## src/rtl/vga_pkg.sv

```systemverilog
// rtl/vga_pkg.sv - XGA 1024x768@60 raster timing constants shared by the video pipeline.
package vga_pkg;

  localparam int CNT_W   = 11;
  localparam int CNT_MAX = 2 ** CNT_W;

  localparam int H_ACTIVE = 1024;
  localparam int H_FP     = 24;
  localparam int H_SYNC   = 136;
  localparam int H_BP     = 160;
  localparam int V_ACTIVE = 768;
  localparam int V_FP     = 3;
  localparam int V_SYNC   = 6;
  localparam int V_BP     = 29;

  typedef logic [CNT_W-1:0] cnt_t;

  function automatic int axis_total(input int active, input int fp, input int sync, input int bp);
    return active + fp + sync + bp;
  endfunction

  localparam int H_TOTAL = axis_total(H_ACTIVE, H_FP, H_SYNC, H_BP);
  localparam int V_TOTAL = axis_total(V_ACTIVE, V_FP, V_SYNC, V_BP);

endpackage

```

## src/rtl/vga_timing_gen_if.sv

```systemverilog
// rtl/vga_timing_gen_if.sv - raster timing bundle passed from the generator to the draw stages.
interface vga_timing_gen_if;
  import vga_pkg::*;

  cnt_t hcount;
  cnt_t vcount;
  logic hsync;
  logic vsync;
  logic hblnk;
  logic vblnk;
  logic frame_start;

  modport master (output hcount, vcount, hsync, vsync, hblnk, vblnk, frame_start);
  modport slave  (input  hcount, vcount, hsync, vsync, hblnk, vblnk, frame_start);

endinterface

```

## src/rtl/vga_axis_counter.sv

```systemverilog
// rtl/vga_axis_counter.sv - one raster axis: wrapping position counter with blank and sync flags.
module vga_axis_counter
  import vga_pkg::*;
#(
  parameter int ACTIVE = 1024,
  parameter int FP     = 24,
  parameter int SYNC   = 136,
  parameter int BP     = 160
) (
  input  logic pclk,
  input  logic rst,
  input  logic inc_i,
  output cnt_t count_o,
  output logic blnk_o,
  output logic sync_o,
  output logic wrap_o
);

  localparam int   TOTAL      = axis_total(ACTIVE, FP, SYNC, BP);
  localparam cnt_t LAST       = cnt_t'(TOTAL - 1);
  localparam cnt_t BLNK_START = cnt_t'(ACTIVE);
  localparam cnt_t SYNC_START = cnt_t'(ACTIVE + FP);
  localparam cnt_t SYNC_END   = cnt_t'(ACTIVE + FP + SYNC - 1);

  generate
    if (TOTAL > CNT_MAX) begin : g_total_chk
      $error("vga_axis_counter: axis total exceeds counter range");
    end
  endgenerate

  cnt_t count_q, count_d;
  logic blnk_q, blnk_d;
  logic sync_q, sync_d;

  assign wrap_o = inc_i && (count_q == LAST);

  // Flags decode the next count so they land in the same flop stage as it.
  always_comb begin
    count_d = count_q;
    if (inc_i) begin
      count_d = wrap_o ? '0 : count_q + cnt_t'(1);
    end
    blnk_d = (count_d >= BLNK_START);
    sync_d = (count_d >= SYNC_START) && (count_d <= SYNC_END);
  end

  always_ff @(posedge pclk) begin
    if (rst) begin
      count_q <= '0;
      blnk_q  <= 1'b0;
      sync_q  <= 1'b0;
    end else begin
      count_q <= count_d;
      blnk_q  <= blnk_d;
      sync_q  <= sync_d;
    end
  end

  assign count_o = count_q;
  assign blnk_o  = blnk_q;
  assign sync_o  = sync_q;

endmodule

```

## src/rtl/vga_timing_gen.sv

```systemverilog
// rtl/vga_timing_gen.sv - raster timing generator: two axis counters plus the frame_start strobe.
module vga_timing_gen
  import vga_pkg::*;
#(
  parameter int H_ACTIVE = vga_pkg::H_ACTIVE,
  parameter int H_FP     = vga_pkg::H_FP,
  parameter int H_SYNC   = vga_pkg::H_SYNC,
  parameter int H_BP     = vga_pkg::H_BP,
  parameter int V_ACTIVE = vga_pkg::V_ACTIVE,
  parameter int V_FP     = vga_pkg::V_FP,
  parameter int V_SYNC   = vga_pkg::V_SYNC,
  parameter int V_BP     = vga_pkg::V_BP
) (
  input  logic pclk,
  input  logic rst,
  input  logic en,
  vga_timing_gen_if.master vga
);

  logic h_wrap, v_wrap;
  logic frame_start_q, frame_start_d;

  vga_axis_counter #(
    .ACTIVE(H_ACTIVE), .FP(H_FP), .SYNC(H_SYNC), .BP(H_BP)
  ) u_h (
    .pclk   (pclk),
    .rst    (rst),
    .inc_i  (en),
    .count_o(vga.hcount),
    .blnk_o (vga.hblnk),
    .sync_o (vga.hsync),
    .wrap_o (h_wrap)
  );

  vga_axis_counter #(
    .ACTIVE(V_ACTIVE), .FP(V_FP), .SYNC(V_SYNC), .BP(V_BP)
  ) u_v (
    .pclk   (pclk),
    .rst    (rst),
    .inc_i  (en & h_wrap),
    .count_o(vga.vcount),
    .blnk_o (vga.vblnk),
    .sync_o (vga.vsync),
    .wrap_o (v_wrap)
  );

  // Held while stalled so a strobe already showing stays visible until the next enabled edge.
  assign frame_start_d = en ? v_wrap : frame_start_q;

  always_ff @(posedge pclk) begin
    if (rst) begin
      frame_start_q <= 1'b0;
    end else begin
      frame_start_q <= frame_start_d;
    end
  end

  assign vga.frame_start = frame_start_q;

endmodule

```

## src/flat_wrapper.sv

```systemverilog
// flat-port wrapper written by rule: the top's interface ports become plain ports
module vga_timing_gen_flat import vga_pkg::*;
#(
  parameter int H_ACTIVE = vga_pkg::H_ACTIVE,
  parameter int H_FP     = vga_pkg::H_FP,
  parameter int H_SYNC   = vga_pkg::H_SYNC,
  parameter int H_BP     = vga_pkg::H_BP,
  parameter int V_ACTIVE = vga_pkg::V_ACTIVE,
  parameter int V_FP     = vga_pkg::V_FP,
  parameter int V_SYNC   = vga_pkg::V_SYNC,
  parameter int V_BP     = vga_pkg::V_BP
)
  (pclk, rst, en, vga_hcount, vga_vcount, vga_hsync, vga_vsync, vga_hblnk, vga_vblnk, vga_frame_start);
  vga_timing_gen_if vga_i ();
  input  logic pclk;
  input  logic rst;
  input  logic en;
  output wire logic [$bits(vga_i.hcount)-1:0] vga_hcount;
  output wire logic [$bits(vga_i.vcount)-1:0] vga_vcount;
  output wire logic [$bits(vga_i.hsync)-1:0] vga_hsync;
  output wire logic [$bits(vga_i.vsync)-1:0] vga_vsync;
  output wire logic [$bits(vga_i.hblnk)-1:0] vga_hblnk;
  output wire logic [$bits(vga_i.vblnk)-1:0] vga_vblnk;
  output wire logic [$bits(vga_i.frame_start)-1:0] vga_frame_start;
  assign vga_hcount = vga_i.hcount;
  assign vga_vcount = vga_i.vcount;
  assign vga_hsync = vga_i.hsync;
  assign vga_vsync = vga_i.vsync;
  assign vga_hblnk = vga_i.hblnk;
  assign vga_vblnk = vga_i.vblnk;
  assign vga_frame_start = vga_i.frame_start;
  vga_timing_gen #(.H_ACTIVE(H_ACTIVE), .H_FP(H_FP), .H_SYNC(H_SYNC), .H_BP(H_BP), .V_ACTIVE(V_ACTIVE), .V_FP(V_FP), .V_SYNC(V_SYNC), .V_BP(V_BP)) u_core (.pclk(pclk), .rst(rst), .en(en), .vga(vga_i));
endmodule
```

## config.mk

```make
export PLATFORM = sky130hd
export DESIGN_NAME = vga_timing_gen_flat
export DESIGN_NICKNAME = d
export VERILOG_FILES = /design/src/rtl/vga_pkg.sv /design/src/rtl/vga_timing_gen_if.sv /design/src/rtl/vga_axis_counter.sv /design/src/rtl/vga_timing_gen.sv /design/src/flat_wrapper.sv
export SDC_FILE = /design/constraint.sdc
export NUM_CORES = 1
export LEC_CHECK = 0
export BUFFER_PORTS_ARGS = -buffer_cell sky130_fd_sc_hd__buf_2
export CAP_MARGIN = 25
export CORE_MARGIN = 2
export CORE_UTILIZATION = 30
export CTS_CLUSTER_DIAMETER = 40
export DETAILED_ROUTE_END_ITERATION = 10
export PLACE_DENSITY_LB_ADDON = 0.2
export SKIP_LAST_GASP = 1
export SLEW_MARGIN = 20
export SYNTH_ARGS = -nofsm -noshare
export SYNTH_HDL_FRONTEND = slang
export SYNTH_SLANG_ARGS = --single-unit
```

## constraint.sdc

```tcl
create_clock -name pclk -period 2.5 [get_ports pclk]
set_clock_uncertainty 0.05 [all_clocks]
set_input_delay 0.125 -clock pclk [delete_from_list [all_inputs] [get_ports pclk]]
set_output_delay 0.125 -clock pclk [all_outputs]
set_load 0.1 [all_outputs]
```

==> summary.txt, run 1 <==
Yosys
  – Mapped Area: between 1500 and 2000 sq um
  – Post-Synth XOR/XNOR Area: 0.0809
  – Largest family of logic cells by synthesized area: simple AND/OR/NAND/NOR gates
  – Ys flop type: dfxtp_1
  – Post-synth net total: 210
  – Post-synth EDFFs: 0
  – Yosys warnings: 0
  – Sequential area share after synthesis: 0.312
  – Adder-cell share of the synthesized area: 0.0217
  – Asr flop ratio synth: 0
  – Post-synthesis compound-gate area fraction: 0.160
  – Post-Syn Instances: between 200 and 250
  – Mux share of post-synthesis cell area: 0.0181
  – Distinct cells, synth: 56
  – Avg Inst Size Synth: roughly 8.5 sq um
  – Synth Area in Simple Gates: 0.353
  – Yosys reg bits: 27

STA
  – Min Hold Slack: 0.136 ns
  – Slew Viols, Final: 0
  – Final setup fails: 0
  – Worst Tran Pin Value: 0.503 ns
  – Fin crit period: 2.19 ns
  – Setup TNS: 0 ns
  – Crit share post-route: 0.876
  – RSZ-0062 raised after global routing: false
  – Final hold violation count: 0
  – Slew HR: 0.661
  – Max Fclk: between 400 and 500 MHz

Critical path
  – CP max FO: 7
  – Worst Setup End Kind: flop
  – Startpoint Class: flop
  – WP data required: 2.65 ns
  – Setup CP Type: flop to flop
  – R2R Path End: u_core.u_v.sync_o
  – Reg2reg path depth: 6
  – Reg2reg setup slack: roughly 0.31 ns
  – Reg2reg start: u_core.u_h.count_o[0]
  – CP arrival: 2.34 ns

Route
  – Routed Antenna Nets: 0
  – DRT Pass-1 Iters: 4
  – Initial drt markers: a little under 90
  – Vias per cell: approximately 5.1
  – Via count: around 1,600
  – Final WL: between 4000 and 5000 microns
  – Avg WL per Cell: approximately 14 microns
  – DRC viols: 0

Clock tree
  – CTS tree: done
  – CTS Buffer Depth: 2
  – CTS Buf Count: 3
  – CTS clk-pin slew, worst paths: ~0.09 ns
  – # Post-CTS Setup Buffers: 0
  – Worst skew pair latency: ~0.27 ns
  – Cts hold-fix bufs: 0
  – Post-CTS Resized: 0
  – CTS H-tree depth: 1
  – Root Driver: clkbuf_8
  – Clk sinks: 27

Floorplanning
  – Die height: roughly 80 microns
  – Die area: between 6000 and 7000 sq um
  – Initial Utilization: 0.313
  – I/O pin cnt: 30
  – Die span in x: 80.0 microns
  – # rows: 27
  – CORE AREA: around 5500 sq um

Cells and area
  – Multi-input gate area: roughly 1100 sq um
  – Register Area: 553 sq um
  – Number of diodes: 0
  – Commonest non-fill, non-tap cells in the layout: buf_2, nor2_1, dfxtp_1
  – Share of layout cells above drive strength 1: 0.278
  – Layout net count: ~240
  – Leading cell type in the layout, fill and taps excluded: buf_2
  – P&R area growth vs syn: 16.9%
  – Layout fillers: roughly 590

Placement
  – Port Buffers: 29
  – Post-DP HPWL: approximately 3200 microns
  – Gp weighted congestion: around 0.76

Global routing
  – Initial antenna violation count: 0
  – Largest net degree at the start of global routing: 17
  – First-pass GRT wire length: roughly 7300 microns
  – Grt ovf: 0
  – Vias in the first global route: 1,454
  – GRT Total Usage: 0.142

Min path
  – Hold Startpoint: en
  – Worst hold endpoint: u_core.u_h.count_o[1]
  – Hold path cells: 3
  – Hold Path Class: input pin to flop

Run status
  – Outcome: completed

Power and ir drop
  – Maximum resistive drop on vdd: about 190 uV
  – Power Density: about 360 nW/um^2
  – LEAKAGE: ~0.00073 uW

Job
  – MaxCap Viol Count: 0
[how the worst max path moves through the flow]
stage                          start                end  slack [ns]  depth (start not counted)
4_1_cts        u_core.u_h.count_o[0]  u_core.u_v.sync_o        0.28                          6
3_5_place_dp   u_core.u_h.count_o[0]  u_core.u_v.sync_o        0.32                          6
2_1_floorplan  u_core.u_v.count_o[4]  u_core.u_v.sync_o        0.02                          5
6_report       u_core.u_h.count_o[0]  u_core.u_v.sync_o        0.31                          6
3_3_place_gp   u_core.u_h.count_o[0]  u_core.u_v.sync_o        0.36                          6
5_1_grt        u_core.u_h.count_o[0]  u_core.u_v.sync_o        0.08                          6
[report_power, final]
group	internal, uW	leakage [uW]	switching, uW
clock	114	0.0000228	139
sequential	433	0.000223	3.63
combinational	9.29	0.000486	35.6
total	557	0.000732	179
[registers in the layout, summed over array words and instances, names as in the netlist]
| signal | count |
|---|---|
| u_core.u_v.count_o | 11 |
| u_core.u_h.sync_o | 1 |
| u_core.u_h.count_o | 11 |
| u_core.vga.frame_start | 1 |
| u_core.u_h.blnk_o | 1 |
| u_core.u_v.sync_o | 1 |
| u_core.u_v.blnk_o | 1 |
[synth_stat cells, types with 3 or more instances]
master / number / area share
nor3_1: 9 / 0.026
and4_1: 4 / 0.020
nand2_1: 12 / 0.026
a211oi_1: 3 / 0.013
buf_2: 3 / 0.0087
buf_4: 4 / 0.017
nand3_1: 12 / 0.035
inv_1: 5 / 0.011
xnor2_1: 12 / 0.061
a31oi_1: 6 / 0.022
xor2_1: 4 / 0.020
nor2_1: 21 / 0.046
nand4_1: 4 / 0.014
nand2b_1: 4 / 0.014
and2_1: 3 / 0.011
o21ai_0: 4 / 0.012
clkbuf_1: 5 / 0.011
ha_1: 3 / 0.022
a21oi_1: 10 / 0.029
nor4_1: 4 / 0.014
dfxtp_1: 27 / 0.31
[routing by layer]
layer / track usage / share of wire / up-vias / wire, microns
met2: 0.213 / 0.43 / 45 / 1830
li1: - / - / 818 / -
met3: 0.0181 / 0.049 / 5 / 211
met5: 0 / 0 / - / 0
met1: 0.208 / 0.51 / 702 / 2180
met4: 0.0458 / 0.013 / 0 / 56
[cells by family after synthesis]
logic type,Yosys count
multiplexers,3
flip-flops,27
AO/OA/AOI/OAI,40
adder cells (fa/ha/maj),3
buffers and inverters,18
XOR/XNOR,16
AND/OR/NAND/NOR,97
[metrics by stage]
| stage | std cells | cell area, sq um | setup slack (ns) | utilization | power [uW] |
|---|---|---|---|---|---|
| floorplan | 204 | 1740 | 0.0208 | - | 483 |
| detailed placement | 302 | 1980 | 0.323 | 0.357 | 492 |
| global route | 306 | 2020 | 0.0834 | 0.365 | 777 |
| global placement | 302 | 1980 | 0.365 | 0.357 | 492 |
| CTS | 306 | 2020 | 0.279 | 0.365 | 753 |
| finish | 306 | 2020 | 0.311 | 0.365 | 735 |
[critical path, cell delays in order, from the launching register on]
cell,delay (ns)
dfxtp_2,0.38
ha_1,0.27
nand4_2,0.25
or4_4,0.59
nor4_1,0.29
nor3_1,0.09
nor4_2,0.19
[area by class of cell]
cell class | count | area share
clock buffer | 4 | 0.0222
inverter | 5 | 0.00927
multi-input combinational | 159 | 0.542
sequential | 27 | 0.273
tap | 72 | 0.0445
timing repair buffer | 39 | 0.109
(Power assumes the default switching activity.)
==> inputs of run 2 (changes only) <==
--- a/config.mk
+++ b/config.mk
@@ -7,10 +7,13 @@
 export LEC_CHECK = 0
 export BUFFER_PORTS_ARGS = -buffer_cell sky130_fd_sc_hd__buf_2
 export CAP_MARGIN = 25
+export CELL_PAD_IN_SITES_DETAIL_PLACEMENT = 0
+export CELL_PAD_IN_SITES_GLOBAL_PLACEMENT = 2
 export CORE_MARGIN = 2
 export CORE_UTILIZATION = 30
 export CTS_CLUSTER_DIAMETER = 40
 export DETAILED_ROUTE_END_ITERATION = 10
+export HOLD_SLACK_MARGIN = 0.05
 export PLACE_DENSITY_LB_ADDON = 0.2
 export SKIP_LAST_GASP = 1
 export SLEW_MARGIN = 20
==> run 2 against run 1 <==
Via count increased by 2.2%. Fmax decreased by 1.7%. Clock-buffer cell count unchanged. Hold slack about the same. Non-clock buffer count unchanged. Power increased by 2.0%. Sequential cell count unchanged. Sequential share of layout area stayed put. Highest routed layer unchanged.
==> summary.txt, run 2 (synthesis gave the netlist of run 1 again) <==
Clock tree
  – Root Driver: clkbuf_8
  – CTS tree: done
  – CTS clk-pin slew, worst paths: 0.10 ns
  – CTS Buf Count: 3
  – CTS H-tree depth: 1
  – Clk sinks: 27
  – Post-CTS Resized: 0
  – CTS Buffer Depth: 2
  – # Post-CTS Setup Buffers: 0
  – Worst skew pair latency: 0.28 ns
  – Cts hold-fix bufs: 0

Power and ir drop
  – Clock share of power: 0.358
  – Switch share: 0.257
  – Switching Power: approximately 190 uW
  – LEAKAGE: about 0.00073 uW
  – Seq pwr share: 0.582
  – Combinational Power Share: 0.060
  – Power Density: approximately 370 nW/um^2
  – Pint: 557 uW
  – Maximum resistive drop on vdd: around 220 uV

Critical path
  – Setup CP Type: flop to flop
  – Worst path max stage delay: around 0.60 ns
  – Crit-path cells: ha_1, nand4_2, or4_4, nor4_1, nor3_1, nor4_2
  – CP max FO: 7
  – Cell family with most CP delay: simple AND/OR/NAND/NOR gates
  – Crit-path slowest cell: or4_4
  – CP Buf/Inv Count: 0
  – Startpoint Class: flop
  – Worst Setup End Kind: flop
  – CP arrival: between 2 and 2.5 ns
  – WP data required: ~2.7 ns
  – Reg2reg setup slack: approximately 0.27 ns

Cells and area
  – Register Area: between 500 and 600 sq um
  – Share of layout cells above drive strength 1: 0.278
  – Util after Layout: 0.365
  – Layout net count: between 200 and 250
  – Layout fillers: roughly 610
  – Commonest non-fill, non-tap cells in the layout: buf_2, nor2_1, dfxtp_1
  – P&R area growth vs syn: 16.9%
  – Number of diodes: 0
  – Multi-input gate area: 1100 sq um
  – Leading cell type in the layout, fill and taps excluded: buf_2
  – Final non-filler cell total: 306

Global routing
  – Initial antenna violation count: 0
  – GRT Total Usage: 0.152
  – Vias in the first global route: approximately 1,500
  – First-pass GRT wire length: just under 8000 microns
  – Grt ovf: 0
  – Largest net degree at the start of global routing: 17

Route
  – DRT Pass-1 Iters: 4
  – Via count: 1,605
  – Vias per cell: 5.25
  – Avg WL per Cell: roughly 15 microns
  – Initial drt markers: 73
  – DRC viols: 0
  – Routed Antenna Nets: 0
  – Final WL: about 4600 microns

STA
  – Slew HR: 0.676
  – Slew Viols, Final: 0
  – Max Fclk: between 400 and 500 MHz
  – Setup ws final: around 0.27 ns
  – Crit share post-route: 0.890
  – Setup TNS: 0 ns
  – Fin crit period: between 2 and 2.5 ns
  – Final hold violation count: 0
  – Worst Tran Pin Value: roughly 0.5 ns
  – Final setup fails: 0
  – RSZ-0062 raised after global routing: false

Floorplanning
  – Initial Utilization: 0.313
  – Die area: 6400 sq um
  – Die height: 80.0 microns
  – CORE AREA: 5540 sq um
  – # rows: 27
  – I/O pin cnt: 30
  – Die span in x: 80.0 microns

Job
  – MaxCap Viol Count: 0

Placement
  – Dpl cells: 302
  – Gp weighted congestion: between 0.7 and 0.8
  – Port Buffers: 29
  – Pre-CTS setup slack: roughly 0.31 ns
  – Post-DP HPWL: roughly 3400 microns

Run status
  – Outcome: completed

Min path
  – Hold Path Class: input pin to flop
-- run 2: final timing paths --
kind                                end  depth (start not counted)                  start
hold reg to reg   u_core.u_h.count_o[1]                          2  u_core.u_h.count_o[1]
setup / recovery      u_core.u_v.sync_o                          6  u_core.u_h.count_o[0]
hold / removal    u_core.u_h.count_o[1]                          3                     en
setup reg to reg      u_core.u_v.sync_o                          6  u_core.u_h.count_o[0]
-- run 2: cell type report --
| class | instances | area share |
|---|---|---|
| Inverter | 5 | 0.00927 |
| Tap cell | 72 | 0.0445 |
| Multi-Input combinational cell | 159 | 0.542 |
| Timing Repair Buffer | 39 | 0.109 |
| Sequential cell | 27 | 0.273 |
| Clock buffer | 4 | 0.0222 |
-- run 2: power groups by stage --
stage	registers (uW)	clock network, uW	logic, uW
3_3_place_gp	447	0	46.1
3_5_place_dp	447	0	45.3
6_report	437	269	44.8
4_1_cts	437	276	45.2
5_1_grt	438	299	48.4
2_1_floorplan	467	0	16.4
-- run 2: per-stage QoR --
step / area [sq um] / hold WS, ns / total power, uW
3_3_place_gp: 1980 / 0.436 / 493
5_1_grt: 2020 / 0.153 / 785
3_5_place_dp: 1980 / 0.439 / 492
2_1_floorplan: 1740 / 0.140 / 483
6_report: 2020 / 0.136 / 750
4_1_cts: 2020 / 0.134 / 758
-- run 2: worst reg2reg max path, stage by stage (launching register included) --
cell and delay, ns:
dfxtp_2 0.38, ha_1 0.28, nand4_2 0.27, or4_4 0.60
nor4_1 0.28, nor3_1 0.09, nor4_2 0.20
-- run 2: per-layer routing --
metal	GRT usage	wire length, microns	vias up
met5	0	0	-
li1	-	-	822
met3	0.0215	148	5
met1	0.237	2530	753
met4	0.0356	42	0
met2	0.217	1860	25
==> inputs of run 3 (changes only) <==
--- a/config.mk
+++ b/config.mk
@@ -13,6 +13,7 @@
 export CORE_UTILIZATION = 30
 export CTS_CLUSTER_DIAMETER = 40
 export DETAILED_ROUTE_END_ITERATION = 10
+export GPL_TIMING_DRIVEN = 0
 export HOLD_SLACK_MARGIN = 0.05
 export PLACE_DENSITY_LB_ADDON = 0.2
 export SKIP_LAST_GASP = 1
==> run 3 against run 2 <==
Sequential cell count did not move. Final cell count rose by 0.98%. Global-route usage fell by 0.24 points. First-iteration DRC count fell by 16%. Hold slack got worse by 0.040 ns. Combinational power rose by 6.7%. Sequential share of layout area fell by 0.35 points. Non-clock buffer count rose by 3. Fmax fell by 6.6%.
==> summary.txt, run 3 (synthesis gave the netlist of run 1 again) <==
STA
  – Crit share post-route: 0.954
  – Final hold violation count: 0
  – RSZ-0062 raised after global routing: true
  – Worst Tran Pin Value: 0.490 ns
  – Slew HR: 0.671
  – Max Fclk: around 420 MHz
  – Slew Viols, Final: 0
  – Final setup fails: 0
  – Setup TNS: 0 ns
  – Fin crit period: 2.38 ns

Global routing
  – Largest net degree at the start of global routing: 15
  – Vias in the first global route: between 1,000 and 1,500
  – Grt ovf: 0
  – Initial antenna violation count: 0
  – First-pass GRT wire length: 7550 microns
  – GRT Total Usage: 0.150

Cells and area
  – Final instance area: around 2000 sq um
  – Final non-filler cell total: around 310
  – Layout net count: about 240
  – Leading cell type in the layout, fill and taps excluded: buf_2
  – Share of layout cells above drive strength 1: 0.274
  – P&R area growth vs syn: 18.4%
  – Number of diodes: 0
  – Commonest non-fill, non-tap cells in the layout: buf_2, nor2_1, dfxtp_1

Clock tree
  – CTS Buf Count: 3
  – CTS H-tree depth: 1
  – Root Driver: clkbuf_8
  – CTS clk-pin slew, worst paths: ~0.10 ns
  – # Post-CTS Setup Buffers: 0
  – Clk sinks: 27
  – CTS tree: done
  – CTS Buffer Depth: 2
  – Worst skew pair latency: approximately 0.27 ns

Floorplanning
  – Initial Utilization: 0.313
  – CORE AREA: between 5000 and 6000 sq um
  – Die span in x: ~80 microns
  – I/O pin cnt: 30
  – Die area: 6400 sq um
  – # rows: 27
  – Die height: between 70 and 80 microns

Critical path
  – CP max FO: 7
  – Reg2reg setup slack: 0.12 ns
  – Setup CP Type: flop to flop
  – R2R Path End: u_core.u_v.sync_o
  – CP arrival: approximately 2.5 ns
  – Worst Setup End Kind: flop
  – Startpoint Class: flop
  – Reg2reg start: u_core.u_h.count_o[0]
  – WP data required: between 2 and 3 ns
  – Reg2reg path depth: 6

Job
  – MaxCap Viol Count: 0

Route
  – Initial drt markers: 61
  – DRT Pass-1 Iters: 4
  – DRC viols: 0
  – Avg WL per Cell: 15.0 microns
  – Via count: 1,637
  – Routed Antenna Nets: 0
  – Vias per cell: between 5 and 6
  – Final WL: roughly 4600 microns

Run status
  – Outcome: completed

Power and ir drop
  – Total Power: between 700 and 800 uW
  – Maximum resistive drop on vdd: between 200 and 250 uV
  – LEAKAGE: between 0.0007 and 0.0008 uW
  – Power Density: around 360 nW/um^2

Min path
  – Hold Path Class: input pin to flop
  – Worst hold endpoint: u_core.u_h.count_o[7]
  – Hold path cells: 2
  – Hold Startpoint: rst

Placement
  – Dpl cells: just over 300
  – Gp weighted congestion: a little under 0.8
  – Post-DP HPWL: 3420 microns
  – Port Buffers: 29
  – Placed Area: 1980 sq um
[run 3: cell count changes in the layout (fill, tap and decap cells not counted), sizes merged]
cell    change
buf         -2
clkbuf      +5
[run 3: worst max path at each step]
stage,start,to,slack [ns],cells after the start
after floorplan,u_core.u_v.count_o[4],u_core.u_v.sync_o,0.02,5
after global placement,u_core.u_h.count_o[0],u_core.u_v.sync_o,0.07,6
after detailed placement,u_core.u_h.count_o[0],u_core.u_v.sync_o,0.08,6
after CTS,u_core.u_h.count_o[0],u_core.u_v.sync_o,0.07,6
after global routing,u_core.u_h.count_o[0],u_core.u_v.sync_o,-0.06,6
final,u_core.u_h.count_o[0],u_core.u_v.sync_o,0.12,6
[run 3: layout make-up]
cell class / instances / area (sq um)
buffer: 13 / 75.1
clock buffer: 4 / 45.0
fill: 620 / 3490
inverter: 5 / 18.8
multi-input combinational: 159 / 1120
sequential: 27 / 553
tap: 72 / 90.1
timing repair buffer: 29 / 145
[run 3: through the flow]
step,hold WS (ns),util,worst slack [ns]
after floorplan,0.140,-,0.0208
after global placement,0.392,0.357,0.0681
after detailed placement,0.386,0.357,0.0817
after CTS,0.0839,0.365,0.0669
after global routing,0.0997,0.370,-0.0605
final,0.0960,0.370,0.116
[run 3: timing repair]
item	CTS	global route
setup endpoints to repair	0	3
hold buffers	0	0
resized for setup	0	5
[run 3: routing by layer]
metal  routed length [microns]  share of wire  vias up  track usage
li1                          -              -      824            -
met1                      2370           0.51      768        0.232
met2                      2000           0.43       43        0.211
met3                       218          0.047        2       0.0238
met4                        26         0.0056        0       0.0373
met5                         0              0        -            0
[run 3: report_power, final]
part / leakage (uW) / internal (uW) / total (uW) / switching, uW
clock: 0.0000228 / 114 / 257 / 143
combinational: 0.000514 / 11.2 / 47.8 / 36.6
sequential: 0.000223 / 433 / 437 / 3.83
[run 3: critical path, cell delays in order (launching register included)]
cell     delay [ns]
dfxtp_2        0.38
ha_1           0.30
nand4_2        0.34
or4_4          0.64
nor4_1         0.28
nor3_1         0.09
nor4_2         0.22
